[config.mk]
export PLATFORM = sky130hd
export DESIGN_NAME = power_req_gen
export DESIGN_NICKNAME = d
export VERILOG_FILES = /design/src/rtl/power_req_gen.sv
export SDC_FILE = /design/constraint.sdc
export NUM_CORES = 1
export LEC_CHECK = 0
export ABC_AREA = 1
export BUFFER_PORTS_ARGS = -buffer_cell sky130_fd_sc_hd__buf_2
export CAP_MARGIN = 20
export CORE_MARGIN = 10
export CORE_UTILIZATION = 59
export CTS_BUF_LIST = sky130_fd_sc_hd__clkbuf_4 sky130_fd_sc_hd__clkbuf_8
export DETAILED_ROUTE_END_ITERATION = 8
export PLACE_DENSITY = 0.81
export SLEW_MARGIN = 20
export SYNTH_ARGS = -nofsm -noshare
export SYNTH_HDL_FRONTEND = slang
export SYNTH_SLANG_ARGS = --single-unit
[constraint.sdc]
create_clock -name CLK -period 1.73 [get_ports CLK]
set_clock_uncertainty 0.1 [all_clocks]
set_input_delay 0.2595 -clock CLK [delete_from_list [all_inputs] [get_ports CLK]]
set_output_delay 0.2595 -clock CLK [all_outputs]
set_load 0.01 [all_outputs]
[src/rtl/power_req_gen.sv]
// Idle-driven power-down request generator: watches domain activity, requests sleep
// after a qualified idle run, enforces a minimum off time and sequences the wake-up.
module power_req_gen #(
  parameter int IDLE_CYCLES = 16,
  parameter int MIN_OFF     = 8
) (
  input  logic       CLK,
  input  logic       RSTn,
  input  logic       activity,
  input  logic       sleep_en,
  input  logic       wake_req,
  input  logic       iso_en,
  input  logic       ret_en,
  output logic       p_flag,
  output logic [1:0] state,
  output logic       wake_pending,
  output logic [7:0] sleep_cnt
);

  typedef enum logic [1:0] {
    ACTIVE    = 2'd0,
    IDLE_WAIT = 2'd1,
    SLEEP     = 2'd2,
    WAKE      = 2'd3
  } state_t;

  localparam logic [7:0] IDLE_LAST = 8'(IDLE_CYCLES - 1);
  localparam logic [7:0] HOLD_MIN  = 8'(MIN_OFF);

  state_t     cur_state;
  logic [7:0] idle_cnt;
  logic [7:0] hold_cnt;
  logic       idle_ok;

  assign idle_ok = sleep_en & ~activity;
  assign state   = cur_state;

  // NOTE: every register, outputs included, sits in the async reset branch and is
  // updated with <= only, so p_flag drops the instant RSTn falls and nothing races.
  always_ff @(posedge CLK or negedge RSTn) begin
    if (!RSTn) begin
      cur_state    <= ACTIVE;
      idle_cnt     <= 8'd0;
      hold_cnt     <= 8'd0;
      p_flag       <= 1'b0;
      wake_pending <= 1'b0;
      sleep_cnt    <= 8'd0;
    end else begin
      case (cur_state)
        ACTIVE: begin
          if (idle_ok) begin
            cur_state <= IDLE_WAIT;
            idle_cnt  <= 8'd1;
          end else begin
            idle_cnt  <= 8'd0;
          end
        end

        IDLE_WAIT: begin
          // Any activity, even on the final idle count, aborts the sleep attempt.
          if (!idle_ok) begin
            cur_state <= ACTIVE;
            idle_cnt  <= 8'd0;
          end else if (idle_cnt == IDLE_LAST) begin
            cur_state <= SLEEP;
            idle_cnt  <= 8'd0;
            hold_cnt  <= 8'd0;
            p_flag    <= 1'b1;
            if (sleep_cnt != 8'hFF) sleep_cnt <= sleep_cnt + 8'd1;
          end else begin
            idle_cnt  <= idle_cnt + 8'd1;
          end
        end

        SLEEP: begin
          if ((hold_cnt >= HOLD_MIN) && (wake_pending || wake_req)) begin
            cur_state    <= WAKE;
            p_flag       <= 1'b0;
            wake_pending <= 1'b0;
            hold_cnt     <= 8'd0;
          end else begin
            if (wake_req || !sleep_en) wake_pending <= 1'b1;
            // Saturate at the minimum so a long sleep cannot wrap the hold count.
            if (hold_cnt < HOLD_MIN) hold_cnt <= hold_cnt + 8'd1;
          end
        end

        WAKE: begin
          if (!iso_en && !ret_en) cur_state <= ACTIVE;
        end

        default: begin
          cur_state <= ACTIVE;
          idle_cnt  <= 8'd0;
          hold_cnt  <= 8'd0;
          p_flag    <= 1'b0;
        end
      endcase
    end
  end

endmodule

Yosys cells after proc, flatten, opt, wreduce, memory -nomap -nowiden --
Cells that the tools add are included.
Storage, ports and cells: register bits 28, input port bits 7, output and inout bits 12
Operators by class: add/subtract/negate cells 3, magnitude comparators 2, eq/ne operators 12, mux-type cells 21, bitwise logic cells 2, reductions and logical operators 16
Operator list (count):
- $mux 8 | 6
- $pmux 8 s2 | 2
- $add 8x1->8 const B | 3
- $reduce_and 4->1 | 4
- $mux 2 | 5
- $ne 2x2->1 const B | 5
- $eq 8x4->1 const B | 1
- $ge 8x4->1 const B | 1
- $lt 8x4->1 const B | 1
- $ne 8x8->1 const B | 1
- $pmux 2 s4 | 1
- $mux 1 | 6
- $ne 3x3->1 const B | 2
- $reduce_bool 2->1 | 3
- $eq 2x2->1 const B | 2
- $logic_not 1->1 | 3
- $eq 2x1->1 const B | 1
- $logic_and 1x1->1 | 2
- $logic_not 2->1 | 1
- $logic_or 1x1->1 | 2
- $pmux 1 s2 | 1
- $reduce_and 2->1 | 1
- $and 1x1->1 | 1
- $not 1->1 | 1

Depth between registers and ports, before layout --
Gate-level depths: netlist of run 1.
depth in word-level cells 4, mapped depth 10, mapped depth without buffers 10

Worst setup path after synthesis of run 1 --
No wires, ideal clock.
path type register to register, start point reg sleep_cnt[0], end point reg sleep_cnt[4], library setup time 0.126 ns, arrival 1.273 ns, required time 1.504 ns, setup slack 0.231 ns, cell stages (with the launch flop) 10, clock period less this slack 1.499 ns, cells stage by stage dfrtp_1 -> ha_1 -> nand2_1 -> nor2_1 -> nand4_1 -> nand2_2 -> nor2_4 -> buf_6 -> nand2_1 -> o21ai_0
Between the ends: word-level cells in the longest chain between the ends 2
Ends and longest elaborated chain:
- start, declared | RTL line 17 | output logic [7:0] sleep_cnt
- start signal, assigned | RTL line 69 | if (sleep_cnt != 8'hFF) sleep_cnt <= sleep_cnt + 8'd1;
- parallel branches: the longest is 2 deep, another holds $add 8x1->8
Several ways; the timed one is not identified. A chain may end at the register's enable or synchronous reset.

Worst setup path after layout of run 1 --
start point reg sleep_cnt[0], end point reg sleep_cnt[7]
Same word-level chain as after synthesis.

==> impl_metrics.sql, run 1 <==
INSERT INTO impl_metrics (metric_group, metric, value, unit) VALUES
('outcome', 'outcome', 'complete, no violations', ''),
('timing', 'slew-limit-headroom', '59.7', '%'),
('yosys', 'synth.top_cell.area_share', '46.3', '%'),
('yosys', 'synth.distinct_cells', '27', ''),
('timing', 'fmax', '618', 'MHz'),
('floorplan', 'initial_utilization', '61.7', '%'),
('floorplan', 'row_count', '18', ''),
('critical_path', 'critical_path.slowest_cell', 'dfrtp_1', ''),
('timing', 'final.period_utilization', '93.6', '%'),
('clocking', 'cts.sinks', '28', ''),
('floorplan', 'core-area', '0.00245', 'mm2'),
('yosys', 'synth.net_count', '200', ''),
('grt', 'initial_antenna_violation_count', '0', ''),
('placed_design', 'io_buffers', '18', ''),
('critical_path', 'r2r_path_start', 'sleep_cnt[0]', ''),
('grt', 'grt_start_max_net_pins', '29', ''),
('yosys', 'synthesis.yosys.warnings', '0', ''),
('hold_path', 'holdCritPathClass', 'in -> reg', ''),
('run', 'cap_viol_max_count', '0', ''),
('route', 'vias', '1277', ''),
('hold_path', 'holdPathEnd', 'wake_pending', ''),
('grt', 'global_route.usage.total', '11.9', '%'),
('power_and_ir_drop', 'pwr_density_cell', '660', 'mW/mm2'),
('layout', 'synthToLayoutAreaGrowth', '11.8', '%'),
('placed_design', 'place_inst', '236', ''),
('layout', 'fillerInstances', '195', ''),
('critical_path', 'critPathRequiredTime', '1.85', 'ns'),
('clocking', 'tritoncts', 'done', ''),
('yosys', 'synthesis.area', '0.00151', 'mm2'),
('critical_path', 'timing.critical_path.buf_inv', '0', ''),
('layout', 'final_nets', '226', ''),
('grt', 'gr-total-overflow', '0', ''),
('grt', 'grt_pass1_vias', '1210', ''),
('yosys', 'synth.most_common_cell', 'nand2_1', ''),
('yosys', 'post-synth-top-area-cell', 'dfrtp_1', ''),
('floorplan', 'fp.dieW', '70.7', 'um'),
('hold_path', 'min-delay-start', 'sleep_en', ''),
('critical_path', 'crit_path_max_incr_delay', '0.43', 'ns'),
('route', 'drc_errors', '0', ''),
('layout', 'antenna-diode-count', '0', ''),
('yosys', 'yosys-top-cells-area', 'dfrtp_1 46%, nand2_1 12%, inv_1 6.7%', ''),
('placed_design', 'finalWeightedCongestion', '0.857', ''),
('clocking', 'cts_inserted_buffers', '3', ''),
('route', 'avgViaCountPerCell', '5.26', ''),
('power_and_ir_drop', 'ir_drop', '514', 'uV'),
('timing', 'hold_viol', '0', ''),
('grt', 'grt_first_pass_wirelength', '5.09', 'mm'),
('critical_path', 'critical_path_class', 'reg -> reg', ''),
('floorplan', 'num_io_pins', '19', ''),
('layout', 'layout-drive-gt1-share', '18.8', '%'),
('placed_design', 'place_hpwl', '2.27', 'mm'),
('critical_path', 'r2r_end', 'sleep_cnt[7]', ''),
('clocking', 'clkSlewWorstSetupHoldPaths', '0.14', 'ns'),
('layout', 'register_area', '701', 'um2'),
('route', 'route.detailed.wl_per_inst', '12.4', 'um'),
('yosys', 'netlist_instances', '189', ''),
('yosys', 'synthFlopType', 'dfrtp_1', ''),
('critical_path', 'most_numerous_cell_on_the_critical_path', 'nand2_1', ''),
('yosys', 'synth.avg_cell_area', '8.01', 'um2'),
('clocking', 'insertion_delay', '0.32', 'ns'),
('yosys', 'ys_ff_latch', '28', ''),
('power_and_ir_drop', 'leakage', '0.885', 'nW'),
('critical_path', 'number_of_cells_on_the_worst_reg_to_reg_path', '8', ''),
('route', 'wl', '3.02', 'mm'),
('yosys', 'yosys-top-cells-count', '47 x nand2_1, 28 x dfrtp_1, 27 x inv_1', ''),
('yosys', 'sequential_element_share_of_the_synthesized_area', '46.3', '%'),
('timing', 'period_minus_slack', '1.62', 'ns'),
('timing', 'worst_tran_pin_value', '0.605', 'ns'),
('layout', 'multi_input_area', '701', 'um2'),
('critical_path', 'path_max_fanout', '6', ''),
('route', 'postRouteAntennaNets', '0', '');
per-stage QoR:
step | total power [mW] | hold slack [ns] | instance area, um2 | setup slack (ns) | utilization (%)
after floorplan | 0.803 | -0.136 | 1510 | 0.231 | -
after global placement | 0.854 | 0.194 | 1630 | 0.209 | 66.3
after detailed placement | 0.854 | 0.203 | 1630 | 0.130 | 66.3
after CTS | 1.11 | 0.0126 | 1660 | 0.109 | 67.6
after global routing | 1.18 | 0.0149 | 1690 | -0.0110 | 69.0
final | 1.12 | 0.0181 | 1690 | 0.111 | 69.0
cell type report:
class                      instances  share of cell area, %
sequential                        28                   41.4
multi-input combinational        131                   41.4
timing repair buffer              22                   7.24
inverter                          29                   6.43
tap                               30                   2.22
clock buffer                       3                   1.33
worst max path at each step:
stage                     slack (ns)  cells after the start          from      endpoint
after floorplan                 0.23                      9  sleep_cnt[0]  sleep_cnt[4]
after global placement          0.21                      8   idle_cnt[0]   hold_cnt[1]
after detailed placement        0.13                      7  sleep_cnt[0]  sleep_cnt[7]
after CTS                       0.11                      8  sleep_cnt[0]  sleep_cnt[7]
after global routing           -0.01                      7  sleep_cnt[0]  sleep_cnt[7]
final                           0.11                      8  sleep_cnt[0]  sleep_cnt[7]
worst reg2reg max path, stage by stage (launching register included):
cell,delay (ns)
dfrtp_1,0.43
ha_1,0.23
nand2_1,0.09
nor2_1,0.13
nand4_1,0.16
nand2_2,0.18
nor2_4,0.08
nand2_1,0.06
o21ai_0,0.08
what timing repair did:
action | CTS | global route
setup buffers | 0 | 2
hold buffers | 1 | 0
endpoints found under the hold margin | 28 | 0
resized for setup | 0 | 4
endpoints found under the setup margin | 0 | 13
state kept, by name, summed over array words and instances, names as in the netlist, named ones only:
name,cells
state,1
p_flag,1
wake_pending,1
hold_cnt,8
sleep_cnt,8
idle_cnt,8
cells by family after synthesis:
logic type / share of synthesized area [%]
simple gates: 28.9
buf+inv: 8.68
flops: 46.3
compound gates: 8.76
xor+xnor: 4.05
fa+ha+maj: 3.31
routing by layer:
layer / GRT usage, % / up-vias / routed length, um
li1: - / 651 / -
met3: 3.21 / 8 / 229
met4: 5.81 / 0 / 57
met1: 14.6 / 573 / 1410
met5: 0 / - / 0
met2: 19.0 / 45 / 1330
power by group:
group | total [mW] | internal (mW) | switching [mW]
Sequential | 0.688 | 0.670 | 0.0180
Clock | 0.256 | 0.0817 | 0.175
Combinational | 0.173 | 0.0574 | 0.116
placed cells by master, fill, tap and decap left out:
master          n
nand2_2         3
nand4_1         5
nand3_1        10
o21ai_0        10
xnor2_1         1
o21a_1          1
inv_1          27
nand2_4         1
nand2_1        47
dfrtp_1        28
nor2_1         14
buf_2          18
dlygate4sd3_1   1
nand3_2         1
ha_2            1
inv_2           2
clkbuf_4        3
ha_1            3
a22oi_1         1
buf_4           3
o21bai_1        1
or2_2           1
nor2_4          3
o21ai_1         6
a21oi_1         1
nor2_2          3
o21ai_2         1
nor3_1          9
xor2_1          6
a21boi_0        1
a22o_1          1
Note: power is estimated with default switching activity, not from simulation.
==> inputs of run 2 (changes only) <==
SETUP_SLACK_MARGIN = 0.3   (was not set)
==> impl_metrics.sql, run 2 (synthesized netlist as in run 1, its figures left out) <==
INSERT INTO impl_metrics (metric_group, metric, value, unit) VALUES
('floorplan', 'num_io_pins', '19', ''),
('power_and_ir_drop', 'pwr-share-comb', '18.9', '%'),
('timing', 'setup_viol_count_final', '0', ''),
('critical_path', 'path_max_fanout', '5', ''),
('clocking', 'clkSlewWorstSetupHoldPaths', '0.16', 'ns'),
('floorplan', 'core-area', '0.00245', 'mm2'),
('power_and_ir_drop', 'leakage', '1.01', 'nW'),
('outcome', 'outcome', 'complete, no violations', ''),
('timing', 'setup_tns', '0', 'ns'),
('timing', 'slew-limit-headroom', '58.0', '%'),
('layout', 'fillerInstances', '133', ''),
('grt', 'grt_pass1_vias', '1423', ''),
('grt', 'initial_antenna_violation_count', '0', ''),
('layout', 'final_nets', '244', ''),
('grt', 'grt_start_max_net_pins', '29', ''),
('layout', 'antenna-diode-count', '0', ''),
('timing', 'hold_viol', '0', ''),
('layout', 'synthToLayoutAreaGrowth', '33.4', '%'),
('grt', 'groute.layer.met1.usage', '15.0', '%'),
('critical_path', 'endpoint_kind', 'flop', ''),
('route', 'wl', '4.21', 'mm'),
('route', 'detailedRoute.firstIterationViolations', '126', ''),
('floorplan', 'row_count', '18', ''),
('clocking', 'tritoncts', 'done', ''),
('timing', 'fmax', '622', 'MHz'),
('clocking', 'cts.sinks', '28', ''),
('route', 'avgViaCountPerCell', '5.79', ''),
('placed_design', 'dp_worst_setup_slack', '0.0734', 'ns'),
('clocking', 'cts_inserted_buffers', '3', ''),
('power_and_ir_drop', 'pwr-share-seq', '54.7', '%'),
('route', 'vias', '1518', ''),
('layout', 'most_common_cell_after_layout_fill_and_taps_aside', 'nand2_1', ''),
('placed_design', 'placement.cell_area', '0.00162', 'mm2'),
('route', 'detail_route.first_pass.iterations', '5', ''),
('timing', 'final_max_slew_viols', '0', ''),
('timing', 'period_minus_slack', '1.61', 'ns'),
('hold_path', 'holdCritPathClass', 'in -> reg', ''),
('critical_path', 'critical_path_class', 'reg -> reg', ''),
('critical_path', 'worst-endpoint-arrival', '1.74', 'ns'),
('grt', 'grt.busiest_layer', 'met2', ''),
('route', 'route.detailed.wl_per_inst', '16.1', 'um'),
('power_and_ir_drop', 'pwr_density_cell', '622', 'mW/mm2'),
('power_and_ir_drop', 'pwr-share-clk', '26.4', '%'),
('critical_path', 'critPathRequiredTime', '1.86', 'ns'),
('power_and_ir_drop', 'ir_drop', '493', 'uV'),
('placed_design', 'finalWeightedCongestion', '0.844', ''),
('timing', 'fin_ws', '0.122', 'ns'),
('grt', 'gr-total-overflow', '0', ''),
('critical_path', 'worstSetupStartpointType', 'flop', ''),
('timing', 'grt_setup_unrepaired', 'true', ''),
('timing', 'worst_tran_pin_value', '0.630', 'ns'),
('power_and_ir_drop', 'p_switching', '0.369', 'mW'),
('route', 'drc_errors', '0', ''),
('grt', 'met2_usage', '24.1', '%'),
('layout', 'top_regs', 'hold_cnt (8), idle_cnt (8), sleep_cnt (8)', ''),
('route', 'postRouteAntennaNets', '0', ''),
('grt', 'global_route.usage.total', '13.7', '%'),
('layout', 'leading_cell_types_in_the_layout_fill_and_taps_excluded', '36 x nand2_1, 27 x dfrtp_1, 25 x inv_1, 17 x buf_2, 17 x buf_4', ''),
('clocking', 'cts_max_path_buffers', '2', ''),
('floorplan', 'initial_utilization', '61.7', '%'),
('power_and_ir_drop', 'internal_power', '0.888', 'mW'),
('floorplan', 'fp.dieW', '70.7', 'um'),
('clocking', 'insertion_delay', '0.34', 'ns'),
('power_and_ir_drop', 'p_sw_share', '29.3', '%'),
('clocking', 'clock-root-buffer', 'clkbuf_4', ''),
('grt', 'grt_first_pass_wirelength', '5.93', 'mm'),
('placed_design', 'io_buffers', '18', ''),
('floorplan', 'dieArea', '0.00499', 'mm2'),
('layout', 'finalInstanceArea', '0.00202', 'mm2'),
('timing', 'final.period_utilization', '92.9', '%'),
('floorplan', 'die_height', '70.7', 'um'),
('layout', 'layout-drive-gt1-share', '38.4', '%'),
('clocking', 'htree_num_levels', '1', ''),
('run', 'cap_viol_max_count', '0', ''),
('grt', 'grtUsageMet3', '3.77', '%'),
('placed_design', 'place_hpwl', '2.30', 'mm');
-- run 2: cell type report --
class / count / area (um2) / share of cell area [%]
multi-input cells: 131 / 856 / 42.4
flip-flops and latches: 28 / 702 / 34.8
repair buffers: 40 / 279 / 13.8
inverters: 29 / 109 / 5.39
well taps: 30 / 37.5 / 1.86
clock buffers: 4 / 36.3 / 1.80
-- run 2: power by group through the flow --
stage          clock, mW  combinational, mW  sequential (mW)
6_report           0.332              0.237            0.688
5_1_grt            0.352              0.252            0.690
4_1_cts            0.329              0.202            0.683
3_5_place_dp           0              0.157            0.701
3_3_place_gp           0              0.155            0.699
2_1_floorplan          0              0.101            0.702
-- run 2: per-stage QoR --
| stage | instances | utilization, % | hold WS, ns | power [mW] |
|---|---|---|---|---|
| after floorplan | 189 | - | -0.136 | 0.803 |
| after global placement | 235 | 66.1 | 0.201 | 0.854 |
| after detailed placement | 235 | 66.1 | 0.213 | 0.858 |
| after CTS | 255 | 74.8 | 0.0262 | 1.21 |
| after global routing | 262 | 82.3 | 0.0200 | 1.29 |
| final | 262 | 82.3 | 0.0157 | 1.26 |
-- run 2: worst max-delay path: stages (launching register included) --
cell      delay [ns]
dfrtp_2         0.46
inv_2           0.09
nor2_2          0.21
inv_1           0.16
nand2_1         0.09
nand2_1         0.10
o21bai_1        0.22
nand2_1         0.08
-- run 2: per-layer routing --
layer  vias to the layer above  share of wire, %
met4                         0               2.9
met1                       734                39
met2                        80                50
li1                        689                 -
met3                        15               8.1
met5                         -                 0
-- run 2: timing repair --
action                                 CTS  global route
setup endpoints to repair               25            27
gates resized for setup                 17            34
pin swaps                               10            13
gates cloned                             1             0
setup buffers                           14             7
hold buffers                             1             0
endpoints found under the hold margin   28             0
-- run 2: final timing paths --
check | startpoint | endpoint | slack, ns | depth (start not counted)
hold / removal | sleep_en | wake_pending | 0.02 | 2
hold reg to reg | hold_cnt[7] | hold_cnt[7] | 0.41 | 2
setup / recovery | flop | flop | 0.12 | 7
setup reg to reg | flop | flop | 0.12 | 7
max in group asynchronous | RSTn | asynchronous set/reset pin | 0.72 | 2
min in group asynchronous | RSTn | sleep_cnt[2] | 0.37 | 2
